### src/rtl/muldiv_issue_ctrl.sv
// Issue sequencer between EXE and the shared multiplier / divider units.
// Accepts one op, launches one unit, holds the result until consumed; owns flush and watchdog.
module muldiv_issue_ctrl #(
  parameter int unsigned MAX_LAT = 64,
  parameter int unsigned CNT_W   = 7
) (
  input  logic             clk,
  input  logic             reset,
  input  logic             req_valid,
  output logic             req_ready,
  input  logic [3:0]       req_op,
  input  logic             req_sign,
  input  logic [31:0]      req_src1,
  input  logic [31:0]      req_src2,
  input  logic             flush,
  output logic             mul_in_valid,
  output logic             div_in_valid,
  output logic             unit_sign,
  output logic [31:0]      unit_src1,
  output logic [31:0]      unit_src2,
  output logic             unit_flush,
  input  logic             mul_out_valid,
  input  logic [31:0]      mul_hi,
  input  logic [31:0]      mul_lo,
  input  logic             div_out_valid,
  input  logic [31:0]      quotient,
  input  logic [31:0]      remainder,
  output logic             res_valid,
  input  logic             res_ready,
  output logic [31:0]      res_data,
  output logic             busy,
  output logic             timeout,
  output logic [CNT_W-1:0] last_lat
);

  typedef enum logic [1:0] {IDLE, MUL_WAIT, DIV_WAIT, DONE} state_t;

  state_t           state;
  logic [3:0]       op;
  logic [CNT_W-1:0] cnt;

  logic        accept;
  logic        in_wait;
  logic        unit_hit;
  logic        wd_fire;
  logic [31:0] unit_result;

  always_comb begin
    accept   = (state == IDLE) && req_valid && !flush && $onehot(req_op);
    in_wait  = (state == MUL_WAIT) || (state == DIV_WAIT);
    // Only the launched unit's completion counts; the other unit's pulses are stale.
    unit_hit = ((state == MUL_WAIT) && mul_out_valid) ||
               ((state == DIV_WAIT) && div_out_valid);
    wd_fire  = in_wait && !unit_hit && (cnt == CNT_W'(MAX_LAT - 1));
  end

  always_comb begin
    if (op[0])      unit_result = mul_lo;
    else if (op[2]) unit_result = mul_hi;
    else if (op[3]) unit_result = quotient;
    else            unit_result = remainder;
  end

  assign req_ready    = (state == IDLE);
  assign busy         = (state != IDLE);
  assign res_valid    = (state == DONE);
  assign mul_in_valid = (state == MUL_WAIT);
  assign div_in_valid = (state == DIV_WAIT);
  assign timeout      = wd_fire;
  assign unit_flush   = flush | wd_fire;

  always_ff @(posedge clk or negedge reset) begin
    if (!reset) begin
      state     <= IDLE;
      op        <= '0;
      cnt       <= '0;
      unit_sign <= 1'b0;
      unit_src1 <= '0;
      unit_src2 <= '0;
      res_data  <= '0;
      last_lat  <= '0;
    end else begin
      case (state)
        IDLE: begin
          if (accept) begin
            op        <= req_op;
            unit_sign <= req_sign;
            unit_src1 <= req_src1;
            unit_src2 <= req_src2;
            cnt       <= '0;
            if (req_op[0] || req_op[2]) begin
              state <= MUL_WAIT;
            end else if (req_src2 == '0) begin
              // Divide by zero resolves locally; the divider is never launched.
              res_data <= '0;
              state    <= DONE;
            end else begin
              state <= DIV_WAIT;
            end
          end
        end
        MUL_WAIT, DIV_WAIT: begin
          cnt <= cnt + 1'b1;
          if (flush || wd_fire) begin
            state <= IDLE;
          end else if (unit_hit) begin
            res_data <= unit_result;
            last_lat <= cnt + 1'b1;
            state    <= DONE;
          end
        end
        DONE: begin
          if (flush || res_ready) state <= IDLE;
        end
        default: state <= IDLE;
      endcase
    end
  end

endmodule
### config.mk
export PLATFORM = sky130hd
export DESIGN_NAME = muldiv_issue_ctrl
export DESIGN_NICKNAME = d
export VERILOG_FILES = /design/src/rtl/muldiv_issue_ctrl.sv
export SDC_FILE = /design/constraint.sdc
export NUM_CORES = 1
export LEC_CHECK = 0
export ABC_CLOCK_PERIOD_IN_PS = 2500
export BUFFER_PORTS_ARGS = -buffer_cell sky130_fd_sc_hd__buf_4
export CAP_MARGIN = 10
export CORE_AREA = 2 2 123 125
export DETAILED_ROUTE_END_ITERATION = 16
export DIE_AREA = 0 0 125 127
export HOLD_SLACK_MARGIN = 0.1
export PLACE_DENSITY = 0.75
export SLEW_MARGIN = 20
export SYNTH_ARGS = -nofsm -noshare
export SYNTH_HDL_FRONTEND = slang
export SYNTH_SLANG_ARGS = --single-unit
### constraint.sdc
create_clock -name clk -period 2.5 [get_ports clk]
set_input_delay 0.25 -clock clk [delete_from_list [all_inputs] [get_ports clk]]
set_output_delay 0.25 -clock clk [all_outputs]
set_load 0.03 [all_outputs]
After elaboration in Yosys (flattened, before gate mapping). Cells that the tools add are included.

$add $sub $neg: 4. Eq/ne operators: 12. Muxes and demuxes: 18. Bitwise operators: 2. Reduce and logical (&&, ||, !) cells: 24.

Operators with widths (count): $mux 32 (8); $pmux 32 s2 (1); $logic_not 32->1 (1); $pmux 7 s2 (1); $mux 2 (5); $add 7x1->7 const B (1); $eq 7x6->1 const B (1); $logic_and 1x1->1 (7); $mux 7 (1); $ne 2x1->1 const B (3); $ne 2x2->1 const B (3); $pmux 2 s3 (1); $reduce_and 3->1 (2); $reduce_and 6->1 (1); $logic_or 1x1->1 (5); $add 1x1->2 (2); $eq 2x2->1 const B (2); $reduce_and 2->1 (2); $reduce_bool 2->1 (2); $add 2x2->3 (1); $eq 3x1->1 const B (1); $ne 3x3->1 const B (1); $eq 2x1->1 const B (1); $logic_not 1->1 (2); 5 further kinds (5).

Register bits: 117. Input port bits: 204. Output and inout port bits: 111. Logic and storage cells: 68.

Longest topological paths before layout.
Depth in word-level cells: 9. Gate-level depth with buffers: 11. Depth with buffers taken out: 10.

Least setup slack after synthesis. No wires, ideal clock.

Path type: input to register. From: in req_op[0]. To: reg res_data[0]. Setup time: 0.118 ns. Arrival: 2.521 ns. Required time: 2.382 ns. Setup slack: -0.139 ns. Stages on the path: 11. Path buffers: 1. Cells stage by stage: inv_1 fa_1 inv_1 ha_1 ha_1 or4_1 o21ai_1 o21a_1 nand2_1 buf_2 a21o_1.

Word-level cells in the longest chain between the ends: 6. Elaborated cells on any way between the ends: 8. Classes of those cells: 2 x add/sub; 3 x eq/ne; 3 x reduce/logical.

Ends and longest elaborated chain: start, declared (RTL line 11) `input logic [3:0] req_op,`; $add 1x1->2 (implied by the code) (RTL line 49) `accept = (state == IDLE) && req_valid && !flush && $onehot(req_op);`; $add 2x2->3 (implied by the code) (RTL line 49); $eq 3x1->1 (RTL line 49); $logic_and 1x1->1 (RTL line 49); $ne 2x1->1 (no line); $reduce_and 6->1 (no line) *; end signal, assigned (RTL line 107) `res_data <= unit_result;`; end, declared (RTL line 30) `output logic [31:0] res_data,`.

Mark *: on every way between the ends. The rest lies on a longest branch, timed or not. A chain may end at the register's enable or synchronous reset.

Final worst setup path.
From: in req_op[0]. To: reg res_data[26].

The elaborated chain is that of the path after synthesis.

==> run_results.csv <==
group,metric,value,unit
outcome,outcome,"completed",
detailed_routing,drt_iter0_markers,264,
setup_path,crit_arrival,2.71,ns
clocking,numCtsBuffers,17,
final_layout,area_delta_synth_final,64.5,%
setup_path,regToRegEndpoint,"unit_src2[2]",
floorplan,start_util,41.8,%
placed_design,hpwl,14200,um
hold_path,hold_path.startpoint,"req_op[0]",
yosys,synth_top_area_share,48.1,%
floorplan,fp.coreArea,14400,um2
global_route,gr-usage-met3,7.20,%
floorplan,die_area,15900,um2
placed_design,place_congestion,0.911,
power_and_ir_drop,intPower,7.30,mW
final_layout,drive_gt1_share,50.3,%
power_and_ir_drop,p_leak,5.26,nW
yosys,synth_area,6040,um2
yosys,synth_ff_type,"dfrtp_1",
setup_path,crit_type,"in -> reg",
yosys,syn_nets,700,
global_route,gr-usage-all-layers,26.3,%
setup_path,cp-end-kind,"flip-flop",
detailed_routing,drtPass1Iterations,6,
power_and_ir_drop,power.total,12.5,mW
detailed_routing,ant_nets,0,
detailed_routing,wl_per_cell,19.5,um
sta,slew_headroom,59.1,%
sta,setup_viol,0,
yosys,yosys.cell_count.top_type,"dfrtp_1",
power_and_ir_drop,power_density,1260,nW/um2
sta,finalCritPeriodShare,96.5,%
placed_design,port-buffer-count,314,
yosys,synthDistinctLibCells,42,
sta,rsz0062_at_grt,"yes",
global_route,grt.overflow.total,0,
yosys,async_flop_share,100,%
clocking,h-tree-depth,4,
floorplan,row_count,44,
setup_path,rrSetupSlack,0.38,ns
global_route,grt_use_met1,30.0,%
detailed_routing,drcViolationCount,0,
global_route,antenna_found_initial,1,
power_and_ir_drop,irDropWorstVdd,0.858,mV
yosys,synthTopCellsByCount,"dfrtp_1 (116), mux2_4 (66), a21oi_1 (35)",
global_route,grt_max_degree,117,
detailed_routing,vias,5653,
yosys,synth.area.top_cells,"dfrtp_1 (48%), mux2_4 (16%), mux2i_1 (5.5%)",
global_route,grt_busiest_layer,"met2",
final_layout,multiInputGateArea,2860,um2
yosys,synthCells,487,
power_and_ir_drop,p_switching,5.17,mW
yosys,ys_seq_area_share,48.1,%
sta,finalHoldViolations,0,
yosys,post_synth.cell_area_avg,12.4,um2
power_and_ir_drop,power_frac_comb,52.4,%
hold_path,holdPathEnd,"op[0]",
clocking,path_clk_slew,0.06,ns
floorplan,die_y,127,um
clocking,postCtsSetupBuffers,0,
power_and_ir_drop,switching_share,41.5,%
sta,period_needed,2.41,ns
clocking,cts_buffer_depth,2,
placed_design,dp_slack,-0.356,ns
setup_path,cp_max_fo,30,
clocking,tritoncts,"done",
global_route,grt_pass1_vias,6232,
hold_path,min_path_cells,3,
power_and_ir_drop,pwr-share-seq,26.5,%
setup_path,cp-start-kind,"input port",
floorplan,ioPinCount,315,
setup_path,r2r_start,"state[0]",
setup_path,required,2.80,ns
sta,fin_ws,0.0880,ns
sta,finalMaxSlewViolations,0,
sta,fin_skew,0.0105,ns
yosys,synth-edff-count,0,
global_route,grt_pass1_wl,32900,um
detailed_routing,routed_wl,20900,um
floorplan,die_w,125,um
power_and_ir_drop,p_clk_share,21.1,%
hold_path,hp-class,"in -> reg",
detailed_routing,vias_per_cell,5.27,
clocking,cts.sinks,116,
run,cap_violations,0,
yosys,yosys.area.top_type,"dfrtp_1",
final_layout,fill_cells,993,
yosys,synth-seq-cells,116,
final_layout,ff_latch_area,2900,um2
global_route,grtUsageMet2,45.9,%
sta,worst_pin_slew,0.614,ns
sta,clock.fmax,415,MHz
clocking,cts_root_buf,"clkbuf_16",
final_layout,nNetsFinal,1087,
setup_path,r2r_cells,6,
clocking,clk_latency,0.41,ns
yosys,yosysWarnings,0,
## power groups by stage
stage	Clock (mW)	Sequential (mW)	Combinational, mW
after detailed placement	0	3.26	6.42
after global placement	0	3.26	6.25
after CTS	2.66	3.28	6.50
final	2.64	3.31	6.53
after floorplan	0	4.54	2.76
after global routing	2.76	3.39	6.95
## stage by stage
stage                     utilization (%)  hold WS [ns]  instance area, um2  cells  TNS [ns]
after floorplan                         -       -0.0456                6080    487         0
after global placement               59.7         0.376                8610    972    -15.80
after detailed placement             59.7         0.399                8610    972    -21.38
after CTS                            68.8         0.111                9920   1071         0
after global routing                 68.8         0.158                9930   1072   -0.0138
final                                68.8         0.132                9930   1072         0
## layer usage
metal / part of all wire (%) / vias up
met5: 0 / -
met4: 3.7 / 0
met3: 7.5 / 48
met2: 51 / 307
met1: 38 / 2694
li1: - / 2604
## worst max path at each step
stage                     depth (start not counted)       from      endpoint  slack, ns
after floorplan                                  11  req_op[0]   res_data[0]     0.0003
after global placement                           12  req_op[0]  res_data[22]      -0.24
after detailed placement                         12  req_op[0]  res_data[21]      -0.36
after CTS                                        12  req_op[0]  res_data[22]       0.09
after global routing                             12  req_op[0]  res_data[23]     -0.007
final                                            12  req_op[0]  res_data[26]       0.09
## cell usage in the layout (no fill, tap or decap), types with 17 or more instances in the layout
| master | count |
|---|---|
| a21o_1 | 33 |
| o22ai_1 | 31 |
| mux2i_1 | 33 |
| dfrtp_1 | 115 |
| dlygate4sd3_1 | 67 |
| a21oi_1 | 35 |
| buf_4 | 333 |
| and4_1 | 31 |
| clkbuf_16 | 17 |
| mux2_4 | 66 |
## layout make-up
| cell class | instances | area share [%] |
|---|---|---|
| multi-input combinational | 325 | 28.8 |
| antenna | 1 | 0.0252 |
| timing repair buffer | 404 | 32.6 |
| sequential | 116 | 29.2 |
| clock buffer | 21 | 4.74 |
| clock inverter | 11 | 1.76 |
| tap | 184 | 2.32 |
| inverter | 10 | 0.454 |
## logic make-up (layout without fill, tap and decap cells)
group                      after synthesis  count (layout)  share of synthesized area [%]
AOI/OAI and AO/OA                      131             131                           13.8
muxes                                  101             101                           22.3
other                                    0               1                              0
and+or+nand+nor                         83              83                           8.81
buffers and inverters                   46             446                           4.91
adders and majority gates                9               9                           1.99
xor gates and xnor gates                 1               1                          0.145
DFF                                    116             116                           48.1
## critical path, stage by stage
cell     delay [ns]
buf_4          0.12
inv_8          0.03
fa_1           0.54
inv_1          0.05
ha_2           0.18
ha_4           0.22
or4_1          0.47
o21ai_1        0.14
o21a_1         0.23
nand2_2        0.11
buf_12         0.19
a21o_1         0.18
## timing repair
action	in CTS	in global routing
endpoints found under the setup margin	0	23
hold endpoints to repair	182	0
hold buffers	67	0
resized for setup	0	1
## sequential cells by signal, summed over array words and instances, names as in the netlist
name       count
state          2
cnt            7
unit_sign      1
unit_src1     32
last_lat       7
unit_src2     32
op             3
res_data      32
(Power assumes the default switching activity.)
